[config.mk]
export PLATFORM = sky130hd
export DESIGN_NAME = terminate_pipeline
export DESIGN_NICKNAME = d
export VERILOG_FILES = /design/src/rtl/terminate_pipeline.sv
export SDC_FILE = /design/constraint.sdc
export NUM_CORES = 1
export LEC_CHECK = 0
export CAP_MARGIN = 20
export CORE_UTILIZATION = 46
export DETAILED_ROUTE_END_ITERATION = 12
export PLACE_DENSITY = 0.83
export SLEW_MARGIN = 20
export SYNTH_ARGS = -nofsm -noshare
export SYNTH_HDL_FRONTEND = slang
export SYNTH_SLANG_ARGS = --single-unit
[constraint.sdc]
create_clock -name clk -period 5.43 [get_ports clk]
set_clock_uncertainty 0.2 [all_clocks]
set_input_delay 0.543 -clock clk [delete_from_list [all_inputs] [get_ports clk]]
set_output_delay 0.543 -clock clk [all_outputs]
set_load 0.1 [all_outputs]
[src/rtl/terminate_pipeline.sv]
// Terminate micro-op resolver: decides redirect and computes target, one-cycle registered result.
// Optional TERM_FLAG_INDEX_EN: conditional flag bit select taken from flag_index instead of immediate.
module terminate_pipeline #(
  parameter int ADDR_W = 16,
  parameter int FLAG_W = 8
) (
  input  logic              clk,
  input  logic              rst_n,
  input  logic [3:0]        opcode,
  input  logic [ADDR_W-1:0] reg_base_val,
  input  logic [3:0]        flag_index,
  input  logic [FLAG_W-1:0] flag_vals,
  input  logic [7:0]        offset,
  input  logic [3:0]        immediate,
  output logic [ADDR_W-1:0] result_addr,
  output logic              result_valid
);

  localparam int SEL_W = $clog2(FLAG_W);
  localparam logic [3:0] OP_UNCOND = 4'b1111;
  localparam logic [3:0] OP_COND   = 4'b1110;

  logic [ADDR_W-1:0] addr_d, addr_q;
  logic              valid_d, valid_q;
  logic [ADDR_W-1:0] offset_ext;
  logic [ADDR_W-1:0] imm_ext;
  logic [SEL_W-1:0]  bit_sel;
  logic              cond;

  assign offset_ext = {{(ADDR_W-8){offset[7]}}, offset};
  assign imm_ext    = {{(ADDR_W-4){1'b0}}, immediate};

`ifdef TERM_FLAG_INDEX_EN
  assign bit_sel = flag_index[SEL_W-1:0];
`else
  assign bit_sel = immediate[SEL_W-1:0];
`endif

  // Only some configurations read flag_index; this keeps the remaining bits visibly consumed.
  logic unused_flag_index;
  assign unused_flag_index = ^flag_index;

  assign cond = flag_vals[bit_sel] ^ immediate[3];

  always_comb begin
    addr_d  = '0;
    valid_d = 1'b0;
    case (opcode)
      OP_UNCOND: begin
        valid_d = 1'b1;
        addr_d  = reg_base_val + imm_ext;
      end
      OP_COND: begin
        if (cond) begin
          valid_d = 1'b1;
          addr_d  = reg_base_val + offset_ext;
        end
      end
      default: begin
        addr_d  = '0;
        valid_d = 1'b0;
      end
    endcase
  end

  always_ff @(posedge clk) begin
    if (!rst_n) begin
      addr_q  <= '0;
      valid_q <= 1'b0;
    end else begin
      addr_q  <= addr_d;
      valid_q <= valid_d;
    end
  end

  assign result_addr  = addr_q;
  assign result_valid = valid_q;

endmodule

=== After elaboration in Yosys (flattened, before gate mapping) ===
Index checks and enable logic that the tools add are counted.

* $add $sub $neg: 2
* Magnitude comparators: 1
* Equality and inequality tests: 2
* Muxes and demuxes: 6
* Bitwise gates (word level): 1

{| class="wikitable"
|+ Operators with widths
! cell !! count
|-
| $pmux 16 s2 || 1
|-
| $add 16x16->16 || 1
|-
| $add 16x4->16 || 1
|-
| $mux 16 || 1
|-
| $eq 4x4->1 const B || 2
|-
| $lt 3x4->1 const B || 1
|-
| $bmux 1 s3 || 1
|-
| $mux 1 || 2
|-
| $pmux 1 s2 || 1
|-
| $xor 1x1->1 || 1
|}

* Flip-flop bits (word level): 17
* Input bits: 46
* Output and inout port bits: 17
* Logic and storage cells: 14

=== Depth between registers and ports, before layout ===
Gate-level depths: netlist of run 1.

* Word-level depth: 5
* Depth in mapped cells: 10
* Depth with buffers taken out: 10

=== Least setup slack after synthesis of run 1 ===
Ideal clock, no wire load.

* Path type: input to register
* From: input port offset[4]
* To: register addr_q[11] (netlist: result_addr[11])
* Setup time: 0.125 ns
* Data arrival time: 2.057 ns
* Required time: 5.105 ns
* Path slack: 3.048 ns
* Stages on the path: 8
* Buffers on the path: 0
* Cells stage by stage: ha_1 > a21o_1 > a21o_1 > a211oi_1 > nand3b_1 > o21ai_0 > xnor2_1 > o22ai_1

* Word-level cells in the longest chain between the ends: 3

{| class="wikitable"
|+ RTL lines
! element !! RTL line !! RTL
|-
| from (decl) || 13 || <nowiki>input logic [7:0] offset,</nowiki>
|-
| $add 16x16->16 || 56 || <nowiki>addr_d = reg_base_val + offset_ext;</nowiki>
|-
| $mux 16 || 54 || <nowiki>if (cond) begin</nowiki>
|-
| $pmux 16 s2 || 48 || <nowiki>case (opcode)</nowiki>
|-
| to (signal assigned) || 71 || <nowiki>addr_q <= addr_d;</nowiki>
|-
| to (decl) || 23 || <nowiki>logic [ADDR_W-1:0] addr_d, addr_q;</nowiki>
|}

No other way between the ends.
A chain may end at the register's enable or synchronous reset.

=== Worst setup path after layout of run 1 ===
* From: input port reg_base_val[0]
* To: register addr_q[12] (netlist: result_addr[12])

* Word-level cells in the longest chain between the ends: 3
* Elaborated cells on any way between the ends: 4
* Classes of those cells: add/sub (2); mux (2)

{| class="wikitable"
|+ RTL lines
! element !! RTL line !! RTL
|-
| from (decl) || 10 || <nowiki>input logic [ADDR_W-1:0] reg_base_val,</nowiki>
|-
| $add 16x16->16 || 56 ||
|-
| $mux 16 || 54 ||
|-
| $pmux 16 s2 (*) || 48 ||
|}

Mark *: on every way between the ends. The rest lies on a longest branch, timed or not.

==> flow_summary.yaml, run 1 <==
outcome:
  outcome: "complete, no violations"
hold_path:
  worstHoldStart: "rst_n"
  holdPathEnd: "result_valid"
  whs_path_depth: 2
  hold_path.class: "input pin to register"
yosys:
  syn-num-nets: 266
  seq_area_frac_synth_pct: 20.2
  synth_edf_count: 0
  synth_ff_type: "dfxtp_1"
  syn_area_sq_um: 1690
  synth_area_leaders: "dfxtp_1, ha_1, xnor2_1"
  synth.avg_cell_area_sq_um: 8.47
  ys_ff_latch: 17
  synth_async_sr_flop_share_pct: 0
  ys.warnings.count: 0
  yosysTopAreaCell: "dfxtp_1"
  synth_cell_types: 40
  synth_cells: 199
  netlist_top_cells_count: "ha_1, dfxtp_1, a21oi_1, nor2_1, xnor2_1"
  synth.most_common_cell: "ha_1"
  netlist.area_leader.share_pct: 20.2
floorplanning:
  dieArea_sq_um: 3910
  core_area_sq_um: 3420
  row_count: 21
  die_x_um: 62.5
  start_util_pct: 49.3
  fp.dieH_um: 62.5
  io_pins: 63
clock_tree:
  cts.clk_slew.worst_paths_ns: 0.08
  cts_setup_buffers: 0
  cts-buffers-inserted: 3
  clockRootBuffer: "clkbuf_4"
  cts_resized: 0
  h-tree-depth: 1
  cts_buffer_depth: 2
  hold_buffers: 0
  cts.sinks: 17
  cts_tree: "done"
grt:
  grt_overflow: 0
  first_global_vias: 1519
  grt_pass1_wl_um: 6730
  antenna_found_initial: 0
  grt_usage_pct: 21.2
  grt_max_degree: 12
sta:
  rsz0062_at_grt: "no"
  tns_ns: 0
  tightest_slew_ns: 0.971
  hold_viol: 0
  finalCritPeriodShare_pct: 55.3
  slew_violations: 0
  timing.hold.ws_ns: 0.707
  clock.fmax_ghz: 0.333
  setup_viol: 0
  relSlewSlack_pct: 35.1
  fin_crit_ns: 3.00
drt:
  dr_total_vias: 1625
  drtIter0Drc: 65
  antenna_left: 0
  first_pass_iters: 4
  viasPerCell: 5.38
  finalWirelength_um: 3870
  wl_per_cell_um: 12.8
  drcViolationCount: 0
worst_setup_path:
  startpoint: "reg_base_val[0]"
  path_delay_family: "compound AO/OA/AOI/OAI gates"
  critPathSlowestCell: "o311ai_0"
  path_class: "input pin to register"
  cp_num_buf_inv: 3
  cp_data_required_time_ns: 5.38
  arrival_ns: 2.96
  start_kind: "input pin"
  crit_chain: "clkdlybuf4s50_1 -> ha_1 -> inv_1 -> fa_1 -> inv_1 -> a21oi_1 -> o21bai_1 -> a31oi_1 -> o311ai_0 -> o22ai_1"
  critPathMaxStageDelay_ns: 0.53
  worstPathMaxFanout: 3
  crit_path_end_kind: "register"
  crit_top_cell: "inv_1"
power:
  vdd_ir_drop_max_mv: 0.0600
  switching_power_mw: 0.127
  p_clk_share_pct: 16.6
  pwr-share-seq_pct: 34.5
  netSwitchingFraction_pct: 34.6
  power_mw: 0.366
  combPwrFrac_pct: 48.9
  cellLeakagePower_nw: 0.908
  power_density_nw_per_um2: 158
  internal_power_mw: 0.239
finish:
  area_growth_pct: 37.8
  nets: 324
  post-route-util_pct: 68.0
  fin_cells: 302
  diodes: 0
  nFillCells: 302
  drive_above_1_share_pct: 4.69
placement:
  io_buffer_count: 58
  dp_hpwl_um: 3340
  place_inst: 298
  gp_congestion: 0.935
run:
  cap_viol_max_count: 0
==> cells by family after synthesis <==
| kind of cell | Yosys count | synth area share, % |
|---|---|---|
| xor gates and xnor gates | 28 | 14.6 |
| and+or+nand+nor | 57 | 16.6 |
| muxes | 3 | 3.71 |
| DFF | 17 | 20.2 |
| buffers and inverters | 14 | 3.64 |
| adders and majority gates | 21 | 16.5 |
| AOI/OAI and AO/OA | 59 | 24.8 |
==> state kept, by name (all words and copies together), names as in the netlist <==
signal / count
result_valid: 1
result_addr: 16
==> cell type report <==
cell class,count,area [sq um],share of cell area (%)
sequential,17,340,14.7
inverter,9,33.8,1.45
multi-input combinational,168,1280,55.3
tap,46,57.6,2.48
clock buffer,4,26.3,1.13
timing repair buffer,58,581,25.0
==> power groups by stage <==
stage	Clock [mW]	Sequential, mW	Combinational [mW]
after floorplan	0	0.139	0.106
after CTS	0.0622	0.126	0.177
after detailed placement	0	0.129	0.177
after global placement	0	0.129	0.174
after global routing	0.0729	0.126	0.196
final	0.0608	0.126	0.179
==> layout by cell type (no fill, tap or decap), types with 8 or more instances in the layout <==
master and count:
clkdlybuf4s50_1 58, ha_1 19, dfxtp_1 17, a21oi_1 16
xnor2_1 16, nor2_1 16, nand2_1 13, xor2_1 12
inv_1 9, nand3_1 8
==> worst max-delay path by stage <==
stage | to | slack (ns) | depth (start not counted)
final | result_addr[12] | 2.43 | 10
after floorplan | result_addr[11] | 3.05 | 8
after detailed placement | result_addr[12] | 2.17 | 10
after CTS | result_addr[12] | 2.45 | 10
after global routing | result_addr[12] | 2.26 | 10
after global placement | result_addr[12] | 2.20 | 10
==> metal layers <==
metal  share of wire, %  vias up  wire, um  global-route usage (%)
li1                   -      845         -                       -
met2                 45       45      1740                    34.9
met5                  0        -         0                       0
met4               0.52        0        20                    5.23
met3                4.0        4       153                    2.74
met1                 50      731      1950                    29.2
==> stage by stage <==
stage | cell area, sq um | setup WS [ns]
after CTS | 2320 | 2.45
after global routing | 2320 | 2.26
after floorplan | 1690 | 3.05
after detailed placement | 2300 | 2.17
after global placement | 2300 | 2.20
final | 2320 | 2.43
No activity file was read; power rests on OpenSTA's default activity.
==> run 2: changes to the inputs <==
--- a/config.mk
+++ b/config.mk
@@ -6,9 +6,9 @@
 export NUM_CORES = 1
 export LEC_CHECK = 0
 export CAP_MARGIN = 20
-export CORE_UTILIZATION = 46
+export CORE_UTILIZATION = 45
 export DETAILED_ROUTE_END_ITERATION = 12
-export PLACE_DENSITY = 0.83
+export PLACE_DENSITY = 0.81
 export SLEW_MARGIN = 20
 export SYNTH_ARGS = -nofsm -noshare
 export SYNTH_HDL_FRONTEND = slang
==> constraint.sdc (replaced) <==
create_clock -name clk -period 2.97 [get_ports clk]
set_clock_uncertainty 0.2 [all_clocks]
set_input_delay 0.297 -clock clk [delete_from_list [all_inputs] [get_ports clk]]
set_output_delay 0.297 -clock clk [all_outputs]
set_load 0.1 [all_outputs]
==> flow_summary.yaml, run 2 (synthesis results as in run 1) <==
worst_setup_path:
  path_class: "input pin to register"
  critPathSlowestCell: "clkdlybuf4s50_1"
  start_kind: "input pin"
  arrival_ns: 2.49
  path_delay_family: "buffers and inverters"
  worstPathMaxFanout: 3
  crit_chain: "clkdlybuf4s50_1 -> ha_1 -> inv_1 -> fa_1 -> inv_1 -> a21oi_1 -> o21bai_1 -> a31oi_1 -> o311ai_0 -> buf_4 -> o22ai_1"
  crit_path_end_kind: "register"
  cp_num_buf_inv: 4
  crit_top_cell: "inv_1"
  critPathMaxStageDelay_ns: 0.51
  cp_data_required_time_ns: 2.90
grt:
  grt_pass1_wl_um: 6760
  grt_overflow: 0
  grt_usage_pct: 21.6
  antenna_found_initial: 0
  first_global_vias: 1505
  grt_max_degree: 12
floorplanning:
  die_x_um: 63.2
  start_util_pct: 48.6
  io_pins: 63
  row_count: 21
  fp.dieH_um: 63.2
  dieArea_sq_um: 3990
  core_area_sq_um: 3470
finish:
  nets: 333
  diodes: 0
  largest_register_ffs: 16
  layout_common_cells: "clkdlybuf4s50_1, buf_4, ha_1"
  area_growth_pct: 40.4
  drive_above_1_share_pct: 14.3
  nFillCells: 312
  final_common_cell: "clkdlybuf4s50_1"
sta:
  setup_viol: 0
  slew_violations: 0
  hold_viol: 0
  tns_ns: 0
  tightest_slew_ns: 0.402
  clock.fmax_ghz: 0.390
  finalCritPeriodShare_pct: 86.4
  rsz0062_at_grt: "no"
  fin_crit_ns: 2.57
  relSlewSlack_pct: 73.1
power:
  power_density_nw_per_um2: 310
  cellLeakagePower_nw: 0.994
  vdd_ir_drop_max_mv: 0.118
  power_mw: 0.733
placement:
  dp_hpwl_um: 3460
  io_buffer_count: 58
  gp_congestion: 0.938
hold_path:
  hold_path.class: "input pin to register"
clock_tree:
  cts.clk_slew.worst_paths_ns: 0.05
  cts-buffers-inserted: 3
  h-tree-depth: 1
  cts_tree: "done"
  cts_resized: 0
  cts.sinks: 17
  clockRootBuffer: "clkbuf_8"
  cts_buffer_depth: 2
  hold_buffers: 0
  cts_setup_buffers: 0
run:
  cap_viol_max_count: 0
drt:
  first_pass_iters: 4
  viasPerCell: 5.41
  finalWirelength_um: 4060
  antenna_left: 0
  drcViolationCount: 0
  wl_per_cell_um: 13.0
  drtIter0Drc: 51
  dr_total_vias: 1682
outcome:
  outcome: "complete, no violations"
[run 2: cell types whose count changed in the layout (fill, tap and decap cells not counted)]
cell	previous run	this run
buf_4	0	26
clkdlybuf4s50_1	58	41
clkbuf_4	3	0
clkbuf_8	0	3
[run 2: stage by stage]
stage	instances	hold slack [ns]	worst slack, ns	utilization, %	cell area [sq um]
2_1_floorplan	199	0.215	0.834	-	1690
3_3_place_gp	307	0.591	0.149	66.9	2320
3_5_place_dp	307	0.592	0.156	66.9	2320
4_1_cts	311	0.494	0.407	68.2	2370
5_1_grt	311	0.499	0.219	68.2	2370
6_report	311	0.508	0.403	68.2	2370
[run 2: layout make-up]
| type | count | area (sq um) | area share (%) |
|---|---|---|---|
| clock buffers | 4 | 45.0 | 1.90 |
| inverters | 9 | 33.8 | 1.43 |
| multi-input cells | 168 | 1280 | 54.3 |
| flip-flops and latches | 17 | 340 | 14.4 |
| well taps | 46 | 57.6 | 2.43 |
| repair buffers | 67 | 606 | 25.6 |
[run 2: final timing paths]
kind	startpoint	end	slack, ns	cells past startpoint
min	rst_n	result_valid	0.51	2
max	reg_base_val[0]	result_addr[12]	0.40	11
[run 2: metal layers]
layer	vias to the layer above	track usage, %	routed length (um)
li1	867	-	-
met1	756	30.4	2050
met2	49	32.7	1720
met3	10	2.36	179
met4	0	9.94	104
met5	-	0	0
[run 2: power breakdown]
| part | internal, mW | switching, mW |
|---|---|---|
| registers | 0.231 | 0.000595 |
| logic | 0.168 | 0.175 |
| clock network | 0.0948 | 0.0633 |
| total | 0.494 | 0.239 |
==> run 3: changes to the inputs <==
--- a/config.mk
+++ b/config.mk
@@ -13,3 +13,4 @@
 export SYNTH_ARGS = -nofsm -noshare
 export SYNTH_HDL_FRONTEND = slang
 export SYNTH_SLANG_ARGS = --single-unit
+export TNS_END_PERCENT = 5
==> results of run 3 <==
No change in the layout: final DEF, timing and power equal those of run 2.
